$ cat config.mk
export PLATFORM = sky130hd
export DESIGN_NAME = ps2_key_receiver
export DESIGN_NICKNAME = d
export VERILOG_FILES = /design/src/rtl/ps2_key_receiver.sv
export SDC_FILE = /design/constraint.sdc
export NUM_CORES = 1
export LEC_CHECK = 0
export ABC_AREA = 0
export BUFFER_PORTS_ARGS = -buffer_cell sky130_fd_sc_hd__buf_4
export CAP_MARGIN = 20
export CORE_ASPECT_RATIO = 0.8
export CORE_MARGIN = 4
export CORE_UTILIZATION = 60
export DETAILED_ROUTE_END_ITERATION = 10
export PLACE_DENSITY_LB_ADDON = 0.25
export SKIP_LAST_GASP = 1
export SLEW_MARGIN = 5
export SYNTH_ARGS = -nofsm -noshare
export SYNTH_HDL_FRONTEND = slang
export SYNTH_SLANG_ARGS = --single-unit
$ cat constraint.sdc
create_clock -name clk -period 3.6 [get_ports clk]
set_input_delay 0.36 -clock clk [delete_from_list [all_inputs] [get_ports clk]]
set_output_delay 0.36 -clock clk [all_outputs]
set_load 0.1 [all_outputs]
$ cat src/rtl/ps2_key_receiver.sv
// PS/2 keyboard receiver: deserialises frames, tracks E0/F0/E1 prefixes, emits toggle-strobed key events.
// Optional error counter output enabled by defining PS2_RX_ERRCNT_EN.
module ps2_key_receiver #(
  parameter int FILTER_LEN  = 8,
  parameter int TIMEOUT_CYC = 65536
) (
  input  logic        clk,
  input  logic        reset,
  input  logic        ps2_clk,
  input  logic        ps2_data,
  output logic [10:0] ps2_key,
  output logic        err
`ifdef PS2_RX_ERRCNT_EN
  ,
  output logic [7:0]  err_count
`endif
);

  localparam int FW = $clog2(FILTER_LEN + 1);
  localparam int TW = $clog2(TIMEOUT_CYC + 1);

  typedef enum logic [1:0] {IDLE, DATA, PARITY, STOP} state_t;

  logic          clkMeta_q, clkSync_q, dataMeta_q, dataSync_q;
  logic          clkFilt_q, clkFiltPrev_q;
  logic [FW-1:0] filtCnt_q;
  logic          fall;

  state_t        state_q, state_d;
  logic [2:0]    bitCnt_q, bitCnt_d;
  logic [7:0]    shift_q, shift_d;
  logic          parity_q, parity_d;
  logic [TW-1:0] toCnt_q, toCnt_d;
  logic          ext_q, ext_d, rel_q, rel_d;
  logic [2:0]    skip_q, skip_d;
  logic [10:0]   key_q, key_d;
  logic          err_q, err_d;
  logic          deliver, timeout;

  // Idle PS/2 lines are high, so the synchronisers and filter reset to 1.
  always_ff @(posedge clk) begin
    if (reset) begin
      clkMeta_q     <= 1'b1;
      clkSync_q     <= 1'b1;
      dataMeta_q    <= 1'b1;
      dataSync_q    <= 1'b1;
      clkFilt_q     <= 1'b1;
      clkFiltPrev_q <= 1'b1;
      filtCnt_q     <= '0;
    end else begin
      clkMeta_q     <= ps2_clk;
      clkSync_q     <= clkMeta_q;
      dataMeta_q    <= ps2_data;
      dataSync_q    <= dataMeta_q;
      clkFiltPrev_q <= clkFilt_q;
      if (clkSync_q != clkFilt_q) begin
        if (filtCnt_q == FW'(FILTER_LEN - 1)) begin
          clkFilt_q <= clkSync_q;
          filtCnt_q <= '0;
        end else begin
          filtCnt_q <= filtCnt_q + FW'(1);
        end
      end else begin
        filtCnt_q <= '0;
      end
    end
  end

  assign fall    = clkFiltPrev_q & ~clkFilt_q;
  assign timeout = (state_q != IDLE) && (toCnt_q == TW'(TIMEOUT_CYC - 1));

  always_ff @(posedge clk) begin
    if (reset) begin
      state_q  <= IDLE;
      bitCnt_q <= '0;
      shift_q  <= '0;
      parity_q <= 1'b0;
      toCnt_q  <= '0;
      ext_q    <= 1'b0;
      rel_q    <= 1'b0;
      skip_q   <= '0;
      key_q    <= '0;
      err_q    <= 1'b0;
    end else begin
      state_q  <= state_d;
      bitCnt_q <= bitCnt_d;
      shift_q  <= shift_d;
      parity_q <= parity_d;
      toCnt_q  <= toCnt_d;
      ext_q    <= ext_d;
      rel_q    <= rel_d;
      skip_q   <= skip_d;
      key_q    <= key_d;
      err_q    <= err_d;
    end
  end

  always_comb begin
    state_d  = state_q;
    bitCnt_d = bitCnt_q;
    shift_d  = shift_q;
    parity_d = parity_q;
    toCnt_d  = toCnt_q;
    ext_d    = ext_q;
    rel_d    = rel_q;
    skip_d   = skip_q;
    key_d    = key_q;
    err_d    = 1'b0;
    deliver  = 1'b0;

    if (state_q == IDLE || fall) toCnt_d = '0;
    else                         toCnt_d = toCnt_q + TW'(1);

    // A fall coinciding with the timeout is deliberately dropped.
    if (timeout) begin
      state_d = IDLE;
      toCnt_d = '0;
      err_d   = 1'b1;
    end else if (fall) begin
      unique case (state_q)
        IDLE: begin
          if (!dataSync_q) begin
            state_d  = DATA;
            bitCnt_d = '0;
          end else begin
            err_d = 1'b1;
          end
        end
        DATA: begin
          shift_d  = {dataSync_q, shift_q[7:1]};
          bitCnt_d = bitCnt_q + 3'd1;
          if (bitCnt_q == 3'd7) state_d = PARITY;
        end
        PARITY: begin
          parity_d = dataSync_q;
          state_d  = STOP;
        end
        STOP: begin
          state_d = IDLE;
          if (dataSync_q && (^{shift_q, parity_q})) deliver = 1'b1;
          else                                       err_d   = 1'b1;
        end
        default: state_d = IDLE;
      endcase
    end

    if (deliver) begin
      if (skip_q != 3'd0) begin
        skip_d = skip_q - 3'd1;
      end else begin
        unique case (shift_q)
          8'hE1: skip_d = 3'd7;
          8'hE0: ext_d  = 1'b1;
          8'hF0: rel_d  = 1'b1;
          8'h00, 8'hAA, 8'hEE, 8'hFA, 8'hFC, 8'hFE, 8'hFF: begin
            ext_d = 1'b0;
            rel_d = 1'b0;
          end
          default: begin
            key_d = {~key_q[10], ~rel_q, ext_q, shift_q};
            ext_d = 1'b0;
            rel_d = 1'b0;
          end
        endcase
      end
    end

    if (err_d) begin
      ext_d  = 1'b0;
      rel_d  = 1'b0;
      skip_d = '0;
    end
  end

  assign ps2_key = key_q;
  assign err     = err_q;

`ifdef PS2_RX_ERRCNT_EN
  logic [7:0] errCount_q;

  always_ff @(posedge clk) begin
    if (reset)                              errCount_q <= '0;
    else if (err_q && errCount_q != 8'hFF)  errCount_q <= errCount_q + 8'd1;
  end

  assign err_count = errCount_q;
`endif

endmodule

# After elaboration in Yosys (flattened, before gate mapping)
# Index checks and enable logic that the tools add are counted.
totals:
  register_bits: 58
  wordCells: 93
op_classes:
  addsub: 4
  n_eq_ne: 18
  muxes: 18
  bitwise_logic: 10
  reduce_logical: 26
ops:
  columns: ["cell", "count"]
  rows:
  - ["8-bit == test, second input constant", 9]
  - ["3-bit AND reduction", 6]
  - ["17-bit by 1-bit adder with 17-bit output, second input constant", 1]
  - ["17-bit by 16-bit == test with 1-bit output, second input constant", 1]
  - ["10-bit OR reduction", 1]
  - ["3-bit two-way mux", 3]
  - ["1-bit NOT", 9]
  - ["9-bit parity", 1]
  - ["8-bit zero test", 1]
  - ["1-bit two-way mux", 8]
  - ["2-bit one-hot mux with 4 select lines", 1]
  - ["2-bit OR reduction", 4]
  - ["1-bit one-hot mux with 2 select lines", 3]
  - ["3-bit one-hot mux with 2 select lines", 1]
  - ["2-bit nonzero test", 3]
  - ["3-bit OR reduction", 2]
  - ["4-bit by 1-bit adder with 4-bit output, second input constant", 1]
  - ["2-bit == test, second input constant", 2]
  - ["4-bit by 3-bit == test with 1-bit output, second input constant", 1]
  - ["2-bit two-way mux", 2]
  - ["2-bit != test, second input constant", 2]
  - ["2-bit AND reduction", 2]
  - ["4-bit AND reduction", 1]
  - ["3-bit by 1-bit adder with 3-bit output, second input constant", 1]
  - ["other kinds (9)", 10]

# Longest topological paths before layout
depth:
  word_depth: 7
  mapped_depth: 12

# Worst setup path before layout
# No wires, ideal clock.
synth_timing:
  path_type: "register -> register"
  from: "register toCnt_q[0]"
  to: "register key_q[9] (netlist: ps2_key[9])"
  setup_ps: 121
  arrival_time_ps: 2432
  t_required_ps: 3479
  setup_slack_ps: 1047
  path_stages_with_launch: 13
  path_buffers: 1
  cell_sequence: "dfxtp_1 ha_1 nand3_1 nor3_1 and3_1 ha_1 nand2b_1 nor2b_1 and3_1 nand3_2 a211oi_2 buf_6 mux2_4"
synth_via:
  elab_chain_cells: 4
synth_rtl:
  columns: ["item", "line", "source"]
  rows:
  - ["from (decl)", "33", "logic [TW-1:0] toCnt_q, toCnt_d;"]
  - ["from (signal assigned)", "89", "toCnt_q <= toCnt_d;"]
  - ["17-bit by 16-bit == test with 1-bit output", "70", "assign timeout = (state_q != IDLE) && (toCnt_q == TW'(TIMEOUT_CYC - 1));"]
  - ["1-bit logical AND", "70", null]
  - ["1-bit two-way mux", "115", "if (timeout) begin"]
  - ["3-bit AND reduction (no line)", null, null]
  - ["to (signal assigned)", "93", "key_q <= key_d;"]
  - ["to (decl)", "36", "logic [10:0] key_q, key_d;"]
# No other way between the ends.
# A chain may end at the register's enable or synchronous reset.

# Final worst setup path
layout_timing:
  from: "register toCnt_q[0]"
  to: "register key_q[7] (netlist: ps2_key[7])"
# The elaborated chain is that of the path after synthesis.

==> results_dict.tcl <==
set metrics [dict create \
    outcome "finished clean" \
    drt_pre_antenna_iters 4 \
    synth_flop_cell "dfxtp_1" \
    final.setup_skew_ns 0.007271 \
    ant_nets 0 \
    hpwl_um 3385 \
    ys_seq_area_share_pct 43.04 \
    final_cell_area_mm2 0.002974 \
    rsz0062_at_grt "no" \
    startpoint "toCnt_q[0]" \
    initial_core_util_pct 63.37 \
    cp.arrival_ns 3.19 \
    post_dp_cell_area_mm2 0.002804 \
    pwr_density_cell_mw_per_mm2 393.3 \
    cts_buffer_depth 2 \
    htreeDepth 3 \
    dr_total_vias 1994 \
    async_flop_share_pct 0 \
    worstPathRequired_ns 3.87 \
    ir_worst_vdd_v 0.0003102 \
    ys_top_cells_by_area "dfxtp_1, ha_1, nand2b_1" \
    ys_ff_latch 58 \
    synth_cell_types 42 \
    top_level_ports 16 \
    fp.dieW_um 82.97 \
    cts-buffers-inserted 9 \
    grt_pass1_vias 1821 \
    wl_per_cell_um 12.97 \
    grt_max_degree 44 \
    die_area_mm2 0.005640 \
    timing.rr.start "toCnt_q[0]" \
    cts_tree "yes" \
    clock_sinks 58 \
    power.leakage_nw 1.084 \
    grt_usage_pct 18.98 \
    ctsHoldBuffers 0 \
    die_y_um 67.98 \
    num_rows 21 \
    yosysMostFrequentCell "dfxtp_1" \
    synth_edf_count 0 \
    grt_overflow 0 \
    timing.setup.tns_ns 0 \
    holdWs_ns 0.2100 \
    synth_top_cell_by_area "dfxtp_1" \
    syn_area_mm2 0.002698 \
    gp_congestion 0.8224 \
    clk_pin_slew_ns 0.07 \
    fin_nets 328 \
    final.period_utilization_pct 81.35 \
    hp-class "input pin to register" \
    start_kind "register" \
    setup_violations 0 \
    cap_violations 0 \
    syn_area_per_cell_um2 8.992 \
    hold_viol 0 \
    final_util_pct 69.87 \
    max_slew.worst_pin.slew_ns 0.5597 \
    drt-total-wl_um 4850 \
    timing.fmax_ghz 0.3415 \
    synth_nets 316 \
    yosysWarningCount 0 \
    post_cts_buffers 0 \
    num_antenna_cells 0 \
    core_mm2 0.004257 \
    via_per_inst 5.332 \
    report.final.slew_viol_count 0 \
    n_fill_cell 358 \
    cts.repair.resized 0 \
    drc 0 \
    ys_top_cells_by_count "dfxtp_1, nor2_1, nand2b_1" \
    end_kind "register" \
    synth_top_area_share_pct 43.04 \
    worst_slew_margin_rel_pct 62.62 \
    synthCells 300 \
    min_period_ns 2.929 \
    layout-drive-gt1-share_pct 14.20 \
    p_total_mw 1.170 \
    worstSetupPathType "register to register" \
    holdCritStartpoint "ps2_clk" \
    antenna_found_initial 0 \
    clkLatencyLatePin_ns 0.33 \
    cp_max_fo 14 \
    cts_root_buffer "clkbuf_8" \
    areaGrowthSynthToFinish_pct 10.25 \
    drt_iter0_markers 139 \
    grt_pass1_wl_um 8411 \
    io_buffers 15 \
]
[cell usage in the layout, fill, tap and decap left out, types with 2 or more instances in the layout]
master    count
a211oi_1      4
a21oi_1      16
and3_1        3
and4_1        3
buf_4        17
clkbuf_8     10
clkinv_2      5
dfxtp_1      58
ha_1         12
inv_1        11
mux2i_1      12
nand2_1      20
nand2b_1     24
nand3_1      19
nand4_1       3
nor2_1       34
nor2b_1       3
nor3_1       11
o21ai_0       4
or2_2         5
or3_1         2
xnor2_1      10
xor2_1       13
[final timing paths]
kind / end / slack, ns / cells after the start
worst max-delay path: ps2_key[7] / 0.67 / 13
worst min-delay path: clkMeta_q / 0.21 / 2
worst max register to register: ps2_key[7] / 0.67 / 13
worst min register to register: dataSync_q / 0.41 / 1
[critical path, stage by stage (launching register included)]
cell	delay [ns]
dfxtp_1	0.33
ha_1	0.22
nand3_1	0.14
nor3_1	0.10
and3_1	0.17
ha_1	0.17
nand2b_1	0.09
nor2b_1	0.14
buf_4	0.19
and3_1	0.21
nand3_2	0.11
a211oi_2	0.52
buf_4	0.27
mux2i_1	0.20
[kinds of logic (layout without fill, tap and decap cells)]
logic type                 count (synthesis)  in the layout  share of synthesized area [%]
AOI/OAI and AO/OA                         31             31                          7.143
xor gates and xnor gates                  24             24                          8.349
adders and majority gates                 13             13                          5.937
buffers and inverters                     27             44                          4.963
DFF                                       58             58                          43.04
muxes                                     14             14                          5.427
and+or+nand+nor                          133            133                          25.14
[layer usage]
metal	vias to the layer above	share of wire [%]	wire, um	global-route usage, %
met3	8	6.0	291	6.739
li1	1027	-	-	-
met1	913	50	2449	25.91
met4	0	1.6	78	7.755
met5	-	0	0	0
met2	46	42	2030	27.40
[final cells by class]
type | instances | area (um2) | area share (%)
Tap cell | 57 | 71.32 | 2.398
Clock inverter | 6 | 32.53 | 1.094
Sequential cell | 58 | 1161 | 39.04
Timing Repair Buffer | 17 | 127.6 | 4.291
Inverter | 11 | 41.29 | 1.388
Clock buffer | 10 | 137.6 | 4.628
Multi-Input combinational cell | 215 | 1403 | 47.16
[state kept, by name, indices dropped and copies added, names as in the netlist]
signal         count
clkSync_q          1
state_q            2
clkFilt_q          1
filtCnt_q          4
err                1
clkFiltPrev_q      1
toCnt_q           17
skip_q             3
rel_q              1
parity_q           1
ps2_key           11
dataSync_q         1
clkMeta_q          1
dataMeta_q         1
shift_q            8
bitCnt_q           3
ext_q              1
[stage by stage]
step / std cells / worst slack [ns]
floorplan: 300 / 1.047
global placement: 358 / 0.7363
detailed placement: 358 / 0.6597
CTS: 374 / 0.6462
global route: 374 / 0.3486
finish: 374 / 0.6715
[where the power goes]
group | switching [mW] | total, mW | internal [mW]
logic | 0.00916 | 0.0170 | 0.00788
registers | 0.00181 | 0.646 | 0.644
clock network | 0.245 | 0.507 | 0.261
Power figures use the tool's default switching activity.
